<file path="src/rtl/spi_shift_if.sv">
// SPI shift unit pin/controller bundle: raw SPI pins, controller strobes and
// the synchronized/deserialized results handed back to the controller.
interface spi_shift_if #(
   parameter int unsigned DATA_WIDTH = 16
);
   logic                  sck_in;
   logic                  mosi_in;
   logic                  ss_in;
   logic                  r_clear_in;
   logic                  f_clear_in;
   logic                  load_data_in;
   logic [DATA_WIDTH-1:0] tx_data_in;
   logic                  mosi_sync_out;
   logic                  ss_sync_out;
   logic                  rollover_r_out;
   logic                  rollover_f_out;
   logic [DATA_WIDTH-1:0] rx_data_out;
   logic                  miso_out;

   // Shift unit side
   modport slave (
      input  sck_in, mosi_in, ss_in, r_clear_in, f_clear_in, load_data_in, tx_data_in,
      output mosi_sync_out, ss_sync_out, rollover_r_out, rollover_f_out, rx_data_out, miso_out
   );

   // Pin/controller side
   modport master (
      output sck_in, mosi_in, ss_in, r_clear_in, f_clear_in, load_data_in, tx_data_in,
      input  mosi_sync_out, ss_sync_out, rollover_r_out, rollover_f_out, rx_data_out, miso_out
   );
endinterface

</file>
<file path="src/rtl/spi_shift_unit.sv">
// SPI physical-layer front end: pin synchronizers, SCK edge detect, MOSI
// deserializer, MISO serializer and the word-rollover flags for the controller.
module spi_shift_unit #(
   parameter int unsigned DATA_WIDTH = 16
) (
   input  logic        clk,
   input  logic        rst,
   spi_shift_if.slave  bus
);

   localparam int unsigned W        = DATA_WIDTH;
   localparam int unsigned CW       = $clog2(W);
   localparam logic [CW-1:0] CNT_LAST = CW'(W - 1);

   // Synchronizer chains (sck has an extra stage for edge detection)
   logic sck_s1_q, sck_s2_q, sck_s3_q;
   logic mosi_s1_q, mosi_s2_q;
   logic ss_s1_q, ss_s2_q;

   // Receive side: only W-1 history bits are stored; the full word exists
   // combinationally as rx_word_c at the moment it completes.
   logic [W-2:0]  rx_shift_q, rx_shift_d;
   logic [W-1:0]  rx_word_c;
   logic [W-1:0]  rx_data_q, rx_data_d;
   logic [CW-1:0] r_count_q, r_count_d;
   logic          roll_r_q, roll_r_d;

   // Transmit side
   logic [W-1:0]  tx_shift_q, tx_shift_d;
   logic [CW-1:0] f_count_q, f_count_d;
   logic          roll_f_q, roll_f_d;
   logic          miso_q, miso_d;

   logic rise_c, fall_c;

   // Edge detect, gated by the synchronized slave select
   assign rise_c    =  sck_s2_q & ~sck_s3_q & ss_s2_q;
   assign fall_c    = ~sck_s2_q &  sck_s3_q & ss_s2_q;
   assign rx_word_c = {rx_shift_q, mosi_s2_q};

   // Next-state logic for receive and transmit datapaths
   always_comb begin
      rx_shift_d = rx_shift_q;
      rx_data_d  = rx_data_q;
      r_count_d  = r_count_q;
      roll_r_d   = roll_r_q;
      tx_shift_d = tx_shift_q;
      f_count_d  = f_count_q;
      roll_f_d   = roll_f_q;

      // Receive shifter moves on every detected rise, even when it is not counted
      if (rise_c) begin
         rx_shift_d = rx_word_c[W-2:0];
      end

      // Receive counter/flag: clear wins over a same-cycle rise
      if (bus.r_clear_in) begin
         r_count_d = '0;
         roll_r_d  = 1'b0;
      end else if (!ss_s2_q) begin
         r_count_d = '0;
      end else if (rise_c) begin
         if (r_count_q == CNT_LAST) begin
            r_count_d = '0;
            roll_r_d  = 1'b1;
            rx_data_d = rx_word_c;
         end else begin
            r_count_d = r_count_q + CW'(1);
         end
      end

      // Transmit shifter: a load overrides a same-cycle shift
      if (bus.load_data_in) begin
         tx_shift_d = bus.tx_data_in;
      end else if (fall_c) begin
         tx_shift_d = {tx_shift_q[W-2:0], 1'b0};
      end

      // Transmit counter/flag: clear wins over a same-cycle fall
      if (bus.f_clear_in) begin
         f_count_d = '0;
         roll_f_d  = 1'b0;
      end else if (!ss_s2_q) begin
         f_count_d = '0;
      end else if (fall_c) begin
         if (f_count_q == CNT_LAST) begin
            f_count_d = '0;
            roll_f_d  = 1'b1;
         end else begin
            f_count_d = f_count_q + CW'(1);
         end
      end

      // MISO follows the shifter MSB the same cycle it changes; low when deselected
      miso_d = ss_s2_q ? tx_shift_d[W-1] : 1'b0;
   end

   // State registers with synchronous reset
   always_ff @(posedge clk) begin
      if (rst) begin
         sck_s1_q   <= 1'b0;
         sck_s2_q   <= 1'b0;
         sck_s3_q   <= 1'b0;
         mosi_s1_q  <= 1'b0;
         mosi_s2_q  <= 1'b0;
         ss_s1_q    <= 1'b0;
         ss_s2_q    <= 1'b0;
         rx_shift_q <= '0;
         rx_data_q  <= '0;
         r_count_q  <= '0;
         roll_r_q   <= 1'b0;
         tx_shift_q <= '0;
         f_count_q  <= '0;
         roll_f_q   <= 1'b0;
         miso_q     <= 1'b0;
      end else begin
         sck_s1_q   <= bus.sck_in;
         sck_s2_q   <= sck_s1_q;
         sck_s3_q   <= sck_s2_q;
         mosi_s1_q  <= bus.mosi_in;
         mosi_s2_q  <= mosi_s1_q;
         ss_s1_q    <= bus.ss_in;
         ss_s2_q    <= ss_s1_q;
         rx_shift_q <= rx_shift_d;
         rx_data_q  <= rx_data_d;
         r_count_q  <= r_count_d;
         roll_r_q   <= roll_r_d;
         tx_shift_q <= tx_shift_d;
         f_count_q  <= f_count_d;
         roll_f_q   <= roll_f_d;
         miso_q     <= miso_d;
      end
   end

   assign bus.mosi_sync_out  = mosi_s2_q;
   assign bus.ss_sync_out    = ss_s2_q;
   assign bus.rollover_r_out = roll_r_q;
   assign bus.rollover_f_out = roll_f_q;
   assign bus.rx_data_out    = rx_data_q;
   assign bus.miso_out       = miso_q;

endmodule

</file>
<file path="src/flat_wrapper.sv">
// flat-port wrapper written by rule: the top's interface ports become plain ports
module spi_shift_unit_flat 
#(
   parameter int unsigned DATA_WIDTH = 16
)
  (clk, rst, bus_sck_in, bus_mosi_in, bus_ss_in, bus_r_clear_in, bus_f_clear_in, bus_load_data_in, bus_tx_data_in, bus_mosi_sync_out, bus_ss_sync_out, bus_rollover_r_out, bus_rollover_f_out, bus_rx_data_out, bus_miso_out);
  spi_shift_if #(.DATA_WIDTH(DATA_WIDTH)) bus_i ();
  input  logic clk;
  input  logic rst;
  input wire logic [$bits(bus_i.sck_in)-1:0] bus_sck_in;
  input wire logic [$bits(bus_i.mosi_in)-1:0] bus_mosi_in;
  input wire logic [$bits(bus_i.ss_in)-1:0] bus_ss_in;
  input wire logic [$bits(bus_i.r_clear_in)-1:0] bus_r_clear_in;
  input wire logic [$bits(bus_i.f_clear_in)-1:0] bus_f_clear_in;
  input wire logic [$bits(bus_i.load_data_in)-1:0] bus_load_data_in;
  input wire logic [$bits(bus_i.tx_data_in)-1:0] bus_tx_data_in;
  output wire logic [$bits(bus_i.mosi_sync_out)-1:0] bus_mosi_sync_out;
  output wire logic [$bits(bus_i.ss_sync_out)-1:0] bus_ss_sync_out;
  output wire logic [$bits(bus_i.rollover_r_out)-1:0] bus_rollover_r_out;
  output wire logic [$bits(bus_i.rollover_f_out)-1:0] bus_rollover_f_out;
  output wire logic [$bits(bus_i.rx_data_out)-1:0] bus_rx_data_out;
  output wire logic [$bits(bus_i.miso_out)-1:0] bus_miso_out;
  assign bus_i.sck_in = bus_sck_in;
  assign bus_i.mosi_in = bus_mosi_in;
  assign bus_i.ss_in = bus_ss_in;
  assign bus_i.r_clear_in = bus_r_clear_in;
  assign bus_i.f_clear_in = bus_f_clear_in;
  assign bus_i.load_data_in = bus_load_data_in;
  assign bus_i.tx_data_in = bus_tx_data_in;
  assign bus_mosi_sync_out = bus_i.mosi_sync_out;
  assign bus_ss_sync_out = bus_i.ss_sync_out;
  assign bus_rollover_r_out = bus_i.rollover_r_out;
  assign bus_rollover_f_out = bus_i.rollover_f_out;
  assign bus_rx_data_out = bus_i.rx_data_out;
  assign bus_miso_out = bus_i.miso_out;
  spi_shift_unit #(.DATA_WIDTH(DATA_WIDTH)) u_core (.clk(clk), .rst(rst), .bus(bus_i));
endmodule
</file>
<file path="config.mk">
export PLATFORM = sky130hd
export DESIGN_NAME = spi_shift_unit_flat
export DESIGN_NICKNAME = d
export VERILOG_FILES = /design/src/rtl/spi_shift_if.sv /design/src/rtl/spi_shift_unit.sv /design/src/flat_wrapper.sv
export SDC_FILE = /design/constraint.sdc
export NUM_CORES = 1
export LEC_CHECK = 0
export ABC_AREA = 1
export CORE_ASPECT_RATIO = 0.75
export CORE_UTILIZATION = 47
export CTS_CLUSTER_DIAMETER = 200
export DETAILED_ROUTE_END_ITERATION = 10
export GPL_TIMING_DRIVEN = 0
export PLACE_DENSITY = 0.71
export SETUP_SLACK_MARGIN = 0.2
export SLEW_MARGIN = 5
export SYNTH_ARGS = -nofsm -noshare
export SYNTH_HDL_FRONTEND = slang
export SYNTH_SLANG_ARGS = --single-unit
export TNS_END_PERCENT = 50
</file>
<file path="constraint.sdc">
create_clock -name clk -period 1.45 [get_ports clk]
set_input_delay 0.435 -clock clk [delete_from_list [all_inputs] [get_ports clk]]
set_output_delay 0.435 -clock clk [all_outputs]
set_load 0.03 [all_outputs]
</file>
# After elaboration in Yosys (flattened, before gate mapping)
# Index checks and enable logic that the tools add are counted.
# word_totals
wordCells	41
ramBits	0
out_inout_bits	21
memories	0
regBits	65
mem_bits_ro	0
in_bits	24
latchBits	0
# op_classes
shift	0
addsub	2
n_reduce_logical	9
mux	4
magnitude_cmp	0
multipliers	0
eq_ne	2
bitwise_logic	8
n_div	0
# ops
cell	count
$mux 16	2
$add 4x1->4 const B	2
$eq 4x4->1 const B	2
$mux 4	2
$reduce_and 3->1	2
$reduce_or 2->1	3
$reduce_or 3->1	2
$and 1x1->1	4
$not 1->1	4
$reduce_and 4->1	1
$reduce_bool 2->1	1

# Depth between registers and ports, before layout
# Gate-level depths: netlist of run 1.
# logic_depth
ltp_word	5
mapped_depth	7
depth_no_buf	6

# Worst setup path before layout of run 1
# No wires, ideal clock.
# synth_timing
path_type	reg-to-reg
startpoint	register u_core.ss_s2_q (netlist: u_core.bus.ss_sync_out)
endpoint	register u_core.rx_data_q[0] (netlist: u_core.bus.rx_data_out[0])
setup_time_ns	0.113
synth_period_minus_slack_ns	1.412
path_slack_ns	0.038
t_arrival_ns	1.299
path_stages_with_launch	7
path_buffers	1
path_cell_list	dfxtp_1 > nand2_1 > nor2_4 > buf_2 > nand3_1 > nand2_1 > nor2_1
# synth_via
elab_chain_cells	2
# synth_lines
item	line	source
from (decl)	spi_shift_unit.sv:18	logic ss_s1_q, ss_s2_q;
from (signal assigned)	spi_shift_unit.sv:123	ss_s2_q <= ss_s1_q;
$and 1x1->1	spi_shift_unit.sv:37	assign rise_c = sck_s2_q & ~sck_s3_q & ss_s2_q;
$reduce_and 4->1 (no line) (*)	n/a	
to (signal assigned)	spi_shift_unit.sv:125	rx_data_q <= rx_data_d;
to (decl)	spi_shift_unit.sv:24	logic [W-1:0] rx_data_q, rx_data_d;
# Every way passes the cells marked *; elsewhere a longest branch is shown, timed or not.
# A chain may end at the register's enable or synchronous reset.

# Final worst setup path of run 1
# layout_timing
startpoint	register u_core.ss_s2_q (netlist: u_core.bus.ss_sync_out)
endpoint	output bus_ss_sync_out
# layout_rtl
item	line	source
to (decl)	flat_wrapper.sv:18	output wire logic [$bits(bus_i.ss_sync_out)-1:0] bus_ss_sync_out;
# No word-level cell between the ends.

==> results of run 1 <==
[flip-flops by register name, summed over array words and instances, names as in the netlist, 4 cells and up]
name                    cells
u_core.f_count_q            4
u_core.tx_shift_q          16
u_core.r_count_q            4
u_core.bus.rx_data_out     16
u_core.rx_shift_q          15
[per-layer routing]
layer / vias to the layer above / global-route usage (%)
li1: 1332 / -
met2: 48 / 32.7
met5: - / 0
met3: 9 / 7.09
met4: 0 / 6.55
met1: 1145 / 30.4
[path summary, 6_finish.rpt]
kind                                                   startpoint                                      to  slack (ns)  depth (start not counted)
worst min-delay path                   u_core.sck_s1_q$_SDFF_PP0_              u_core.sck_s2_q$_SDFF_PP0_        0.40                          2
worst min register to register         u_core.sck_s1_q$_SDFF_PP0_              u_core.sck_s2_q$_SDFF_PP0_        0.40                          2
worst max-delay path            u_core.bus.ss_sync_out$_SDFF_PP0_                         bus_ss_sync_out        0.15                          1
worst max register to register   u_core.r_count_q[0]$_SDFFE_PP0P_  u_core.bus.rx_data_out[8]$_SDFFE_PP0P_        0.20                          6
[report_power, final]
group          switching, mW  internal [mW]
sequential            0.0198           1.82
clock                  0.664          0.838
combinational          0.147          0.134
total                  0.831           2.79
[placed cells by master (no fill, tap or decap), drive strengths merged]
master,n
nor2,108
or2,2
xnor2,1
nand3b,1
a21oi,19
nand3,22
buf,47
bufinv,1
clkinv,2
nand4,3
nor3,1
xor2,1
clkdlybuf4s50,20
dlygate4sd2,1
inv,47
ha,2
nand2,79
o21ai,24
clkbuf,17
dfxtp,65
dlymetal6s2s,1
[area by class of cell]
cell class	count	area [sq um]	area share, %
plain buffers	17	144	3.83
clock buffers	13	149	3.96
clock inverters	3	40.0	1.07
inverters	47	179	4.76
multi-input cells	263	1240	32.9
flip-flops and latches	65	1340	35.8
well taps	75	93.8	2.50
repair buffers	56	572	15.2
[timing repair]
item	4_1_cts	5_1_grt
gates resized for setup	185	38
endpoints found under the setup margin	72	73
endpoints found under the hold margin	0	0
pin swaps	3	12
hold buffers	0	0
setup buffers	4	6
cloned	0	4
[cells by family after synthesis]
kind of cell    after synthesis  share of synthesized area, %
fa+ha+maj                     2                         0.926
simple gates                215                          32.4
compound gates               43                          7.97
buf+inv                      64                          9.91
flops                        65                          48.2
xor+xnor                      2                         0.649
[worst register-to-register path, delay by kind of cell, from the launching register on]
family                     cells  cell delay (ns)
buffers and inverters          1             0.16
adders and majority gates      1             0.15
DFF                            1             0.37
and+or+nand+nor                4             0.50
[through the flow]
stage	total power [mW]	instances
finish	3.62	539
global route	3.77	539
global placement	2.13	509
floorplan	2.02	391
detailed placement	2.13	509
CTS	3.63	529
==> summary.txt, run 1 <==
Synth
  • Cell with the most instances after synthesis: nor2_1
  • Gate Count Post-Synth: between 300 and 400
  • Unique masters post-synth: 23
  • Most frequent cells after synthesis: nor2_1, nand2_1, dfxtp_1, inv_1
  • Mapped Nets: 417
  • Main synth FF type: dfxtp_1
  • Register area share after synthesis: ~48%
  • Top cells by area, synth: dfxtp_1, nor2_1, nand2_1
  • Post-synth ARST share: 0%
  • Number of enable flip-flop cells after synthesis: 0
  • Syn Area/Cell: 6.91 sq um
  • Share of the synthesized area in the top cell type: 48.2%
  • Register bit total from synthesis: 65
  • Post-synthesis cell area: 2700 sq um
  • Synthesis warning total: 0
  • Cell taking the most area after synthesis: dfxtp_1

Clocking
  • Clk root buf: clkbuf_8
  • Num CTS Buffers: 9
  • CTS H-tree depth: 3
  • CTS tree: built
  • Clock slew at reported path FFs: around 0.07 ns
  • CTS Buffer Depth: 2
  • Clk sinks: 65
  • Clk_lat worst skew: approximately 0.34 ns

Setup path
  • Critical path required time: about 1.0 ns
  • Worst setup path category: register to output port
  • CP top delay family: flip-flops
  • CP max-delay cell: dfxtp_4
  • Crit path DAT: roughly 0.87 ns
  • Startpoint Class: register
  • CP endpoint kind: output port
  • Max FO, Critical Path: 5
  • Critical Path, Cell by Cell: buf_6
  • CP bufs+invs: 1
  • Crit path largest cell delay: 0.39 ns

STA
  • Hold WS: around 0.40 ns
  • Relative slew slack: 72.9%
  • Fin. Hold Viols: 0
  • Post-layout worst setup margin: 0.149 ns
  • Achievable Freq: roughly 770 MHz
  • Slew Limit Fails: 0
  • Worst slew pin tran: around 0.4 ns
  • # setup viols final: 0
  • Post-route minimum period: around 1.3 ns
  • Clock skew: 0.00593 ns
  • Unrepaired setup endpoints after global routing: true
  • Fin crit share: roughly 90%
  • Final TNS setup: 0 ns

Final layout
  • Fin util: about 70%
  • Final nets: 485
  • Synth-to-layout area growth: 39.1%
  • Inserted Diodes: 0
  • Fin area: about 3800 sq um
  • Fraction of layout instances using a drive strength above 1: about a quarter
  • # fillers: approximately 450

Power and ir drop
  • Power Density: 964 nW/um^2
  • VDD IR max: roughly 680 uV
  • LEAKAGE: between 1.5 and 2 nW

Drt
  • DR WL met2: 2900 um
  • DRC viols: 0
  • Post-route ant nets: 0
  • Total iterations of the first detailed-routing run: 4
  • Vias: 2534
  • Met3 WL post-DR: roughly 320 um
  • Vias per cell: about 4.7
  • Top Layer Used: met4
  • Post-DR wirelength/cell: between 10 and 15 um
  • Initial DRC Count: between 100 and 150
  • Final WL: 6510 um
  • WL met1: between 3000 and 4000 um

Floorplanning
  • Effective utilization at floorplan: between 40 and 50%
  • Die area: between 6000 and 7000 sq um
  • Die H: around 68 um
  • Die Span X: 89.5 um
  • Core Region: ~5400 sq um
  • Std cell rows: 23
  • IO Pins: 45

Hold path
  • Hold Path Class: register to register

Placed design
  • Setup slack at placement: -0.626 ns
  • Post-DP HPWL: about 4000 um
  • Routability cong.: 0.796
  • I/O Buffers: 43
  • Post-Place Cell Area: 3240 sq um

Global routing
  • Initial antenna violation count: 0
  • GRT overflow: 0
  • Total global-route track usage: ~22%
  • Largest net degree at the start of global routing: 11
  • Global-route wire length before repair: 10000 um
  • Vias in the first global route: roughly 2200

Run
  • Max-cap violations: 0

Outcome
  • Status: complete, no violations
(Power assumes the default switching activity.)
==> inputs of run 2 (changes only) <==
--- a/config.mk
+++ b/config.mk
@@ -5,7 +5,6 @@
 export SDC_FILE = /design/constraint.sdc
 export NUM_CORES = 1
 export LEC_CHECK = 0
-export ABC_AREA = 1
 export CORE_ASPECT_RATIO = 0.75
 export CORE_UTILIZATION = 47
 export CTS_CLUSTER_DIAMETER = 200
==> run 2 against run 1 <==
  * Sequential share of layout area down 3.1 points
  * Critical endpoint is now u_core.r_count_q[0]$_SDFFE_PP0P_
  * Synthesized cell count decreased by 23%
  * Sequential power about the same
  * Clock power barely moved
  * Die area down 0.72%
  * Worst hold slack gained 0.039 ns
  * Critical path type is now register to register
  * Maximum frequency fell by 3.2%
==> summary.txt, run 2 <==
Outcome
  • Status: complete, no violations (unchanged)

Setup path
  • Crit path DAT: 1.61 ns (was 0.87 ns)
  • R2R Path Start: u_core.r_count_q[0]$_SDFFE_PP0P_ (unchanged)
  • Worst setup path category: register to register (was register to output port)
  • Critical Path, Cell by Cell: ha_4 -> and3_4 -> buf_6 -> or3_4 -> a21oi_2 (was buf_6)
  • Crit path largest cell delay: 0.36 ns (was 0.39 ns)
  • Flop2flop setup slack: 0.11 ns (was 0.20 ns)
  • RR Endpoint: u_core.r_count_q[0]$_SDFFE_PP0P_ (was u_core.bus.rx_data_out[8]$_SDFFE_PP0P_)
  • CP max-delay cell: dfxtp_4 (unchanged)
  • Startpoint Class: register (unchanged)
  • Max FO, Critical Path: 5 (unchanged)
  • Critical path required time: 1.71 ns (was 1.02 ns)
  • CP endpoint kind: register (was output port)
  • Logic depth of the worst register-to-register path: 5 (was 6)

Drt
  • Total iterations of the first detailed-routing run: 4 (unchanged)
  • Vias: 2527 (was 2534)
  • Top Layer Used: met4 (unchanged)
  • Final WL: 7420 um (was 6510 um)
  • Vias per cell: 5.49 (was 4.70)
  • Post-DR wirelength/cell: 16.1 um (was 12.1 um)
  • DRC viols: 0 (unchanged)
  • Post-route ant nets: 0 (unchanged)
  • Met3 WL post-DR: 551 um (was 320 um)
  • WL met1: 3510 um (was 3220 um)
  • DR WL met2: 3310 um (was 2900 um)
  • Initial DRC Count: 223 (was 126)

Placed design
  • Post-Place Cell Area: 3260 sq um (was 3240 sq um)
  • Post-DP HPWL: 4410 um (was 4010 um)
  • I/O Buffers: 44 (was 43)
  • Routability cong.: 0.810 (was 0.796)

STA
  • Post-route minimum period: 1.34 ns (was 1.30 ns)
  • Clock skew: 0.00452 ns (was 0.00593 ns)
  • Slew Limit Fails: 0 (unchanged)
  • # setup viols final: 0 (unchanged)
  • Fin. Hold Viols: 0 (unchanged)
  • Fin crit share: 92.7% (was 89.7%)
  • Unrepaired setup endpoints after global routing: true (unchanged)
  • Final TNS setup: 0 ns (unchanged)
  • Hold WS: 0.439 ns (was 0.401 ns)
  • Worst slew pin tran: 0.369 ns (was 0.407 ns)
  • Achievable Freq: 744 MHz (was 769 MHz)
  • Relative slew slack: 75.4% (was 72.9%)

Clocking
  • Clk sinks: 65 (unchanged)
  • CTS Hold Buffers Added: 0 (unchanged)
  • CTS tree: built (unchanged)
  • Clk_lat worst skew: 0.33 ns (was 0.34 ns)
  • Clk root buf: clkbuf_8 (unchanged)
  • Num CTS Buffers: 9 (unchanged)
  • CTS Buffer Depth: 2 (unchanged)
  • Clock slew at reported path FFs: 0.07 ns (about the same)
  • CTS H-tree depth: 3 (unchanged)

Hold path
  • Hold EP: u_core.bus.mosi_sync_out$_SDFF_PP0_ (was u_core.sck_s2_q$_SDFF_PP0_)
  • Hold path cells: 1 (was 2)
  • HP Start: u_core.mosi_s1_q$_SDFF_PP0_ (was u_core.sck_s1_q$_SDFF_PP0_)
  • Hold Path Class: register to register (unchanged)

Final layout
  • Fin area: 4140 sq um (was 3760 sq um)
  • Fraction of layout instances using a drive strength above 1: 41.3% (was 23.9%)
  • Most common cell after layout, fill and taps aside: nand2_1 (was nor2_1)
  • Multi-input gate area: 1480 sq um (was 1240 sq um)
  • Inserted Diodes: 0 (unchanged)
  • Commonest non-fill, non-tap cells in the layout: nand2_1, dfxtp_1, a21oi_1 (was nor2_1, nand2_1, inv_1)
  • Final nets: 406 (was 485)
  • Synth-to-layout area growth: 54.3% (was 39.1%)
  • # fillers: 355 (was 451)
  • Fin util: 76.5% (was 69.1%)
  • Reg area: 1350 sq um (was 1340 sq um)

Global routing
  • Total global-route track usage: 23.4% (was 22.0%)
  • Largest net degree at the start of global routing: 11 (unchanged)
  • GRT overflow: 0 (unchanged)
  • Initial antenna violation count: 0 (unchanged)
  • Global-route wire length before repair: 10400 um (was 10000 um)
  • Vias in the first global route: 2124 (was 2188)

Power and ir drop
  • LEAKAGE: 1.54 nW (was 1.59 nW)
  • VDD IR max: 597 uV (was 680 uV)
  • Net Sw Power: 0.814 mW (was 0.831 mW)
  • Pwr Total: 3.61 mW (was 3.62 mW)
  • Logic gate share of total power: 7.7% (was 7.8%)
  • Sequential fraction of design power: 51.0% (was 50.8%)
  • Power share of the clock group: 41.3% (was 41.5%)
  • Power Density: 872 nW/um^2 (was 964 nW/um^2)
  • Cell internal pwr: 2.80 mW (was 2.79 mW)
  • Switching Fraction: 22.6% (was 22.9%)

Synth
  • Number of enable flip-flop cells after synthesis: 0 (unchanged)
  • Mapped Nets: 326 (was 417)
  • Top cells by area, synth: dfxtp_1, nand2_1, a21oi_1 (was dfxtp_1, nor2_1, nand2_1)
  • Cell with the most instances after synthesis: nand2_1 (was nor2_1)
  • Main synth FF type: dfxtp_1 (unchanged)
  • Syn Area/Cell: 8.94 sq um (was 6.91 sq um)
  • Most frequent cells after synthesis: nand2_1, dfxtp_1, a21oi_1, nand4b_1, o31ai_1 (was nor2_1, nand2_1, dfxtp_1, inv_1)
  • Cell taking the most area after synthesis: dfxtp_1 (unchanged)
  • Register bit total from synthesis: 65 (unchanged)
  • Synthesis warning total: 0 (unchanged)
  • Register area share after synthesis: 48.5% (was 48.2%)
  • Share of the synthesized area in the top cell type: 48.5% (was 48.2%)
  • Gate Count Post-Synth: 300 (was 391)
  • Post-synthesis cell area: 2680 sq um (was 2700 sq um)
  • Post-synth ARST share: 0% (unchanged)
  • Unique masters post-synth: 29 (was 23)

Floorplanning
  • Die H: 67.4 um (was 67.7 um)
  • Std cell rows: 23 (unchanged)
  • IO Pins: 45 (unchanged)
  • Effective utilization at floorplan: 49.6% (was 49.7%)
  • Die area: 6010 sq um (was 6060 sq um)
  • Core Region: 5410 sq um (was 5440 sq um)
  • Die Span X: 89.2 um (was 89.5 um)

Run
  • Max-cap violations: 0 (unchanged)
==> run 2: cell count changes in the layout (fill, tap and decap cells not counted), moves of 14 or more <==
cell and change:
o21ai_0 -20, a21oi_1 +14, nand3_1 -16, nand4b_1 +17
nor2_1 -78, inv_1 -44
==> run 2: logic make-up after synthesis <==
kind of cell | Yosys count | share of synthesized area (%)
buffers and inverters | 28 | 5.18
AOI/OAI and AO/OA | 76 | 20.1
adders and majority gates | 2 | 0.933
and+or+nand+nor | 128 | 25.0
xor gates and xnor gates | 1 | 0.327
DFF | 65 | 48.5
==> run 2: power groups by stage <==
stage / Combinational (mW) / Sequential, mW / Clock (mW)
6_report: 0.278 / 1.84 / 1.49
4_1_cts: 0.237 / 1.84 / 1.51
2_1_floorplan: 0.121 / 1.89 / 0
3_5_place_dp: 0.228 / 1.89 / 0
5_1_grt: 0.299 / 1.84 / 1.61
3_3_place_gp: 0.225 / 1.89 / 0
==> run 2: routing by layer <==
layer | up-vias | global-route usage [%]
met3 | 4 | 7.33
met2 | 83 | 32.8
met4 | 0 | 7.14
met1 | 1206 | 34.0
li1 | 1234 | -
met5 | - | 0
==> run 2: worst max path at each step <==
stage	from	end	slack [ns]
finish	u_core.r_count_q[0]$_SDFFE_PP0P_	u_core.r_count_q[0]$_SDFFE_PP0P_	0.11
global route	u_core.bus.ss_sync_out$_SDFF_PP0_	u_core.tx_shift_q[9]$_SDFFE_PP0P_	0.06
CTS	u_core.r_count_q[0]$_SDFFE_PP0P_	u_core.r_count_q[0]$_SDFFE_PP0P_	0.12
detailed placement	rst	u_core.bus.rx_data_out[4]$_SDFFE_PP0P_	-0.62
global placement	rst	u_core.bus.rx_data_out[4]$_SDFFE_PP0P_	-0.58
floorplan	u_core.bus.ss_sync_out$_SDFF_PP0_	u_core.tx_shift_q[10]$_SDFFE_PP0P_	0.16
==> run 2: timing repair <==
| action | in CTS | in global routing |
|---|---|---|
| resized for setup | 202 | 72 |
| pin swaps | 2 | 19 |
| cloned | 0 | 7 |
| setup buffers | 9 | 9 |
| endpoints found under the setup margin | 86 | 72 |
==> run 2: per-stage QoR <==
step | worst slack (ns) | instances
final | 0.106 | 460
after global placement | -0.581 | 419
after detailed placement | -0.623 | 419
after global routing | 0.0551 | 460
after CTS | 0.117 | 444
after floorplan | 0.163 | 300
==> run 2: critical path: cells and delay by family (launching register included) <==
kind,cells,cell delay [ns]
and+or+nand+nor,2,0.51
DFF,1,0.36
adders and majority gates,1,0.17
buffers and inverters,1,0.13
AOI/OAI and AO/OA,1,0.11
==> run 2: area by class of cell <==
cell class / count / area share, %
inverter: 2 / 0.181
tap: 75 / 2.27
clock inverter: 3 / 0.968
multi-input combinational: 207 / 35.8
clock buffer: 13 / 3.60
sequential: 65 / 32.7
timing repair buffer: 69 / 18.0
buffer: 26 / 6.56
==> inputs of run 3 (changes only) <==
--- a/config.mk
+++ b/config.mk
@@ -5,6 +5,7 @@
 export SDC_FILE = /design/constraint.sdc
 export NUM_CORES = 1
 export LEC_CHECK = 0
+export CAP_MARGIN = 20
 export CORE_ASPECT_RATIO = 0.75
 export CORE_UTILIZATION = 47
 export CTS_CLUSTER_DIAMETER = 200
==> results of run 3 <==
Same layout as run 2: the final DEF is identical, and so are final timing and power.
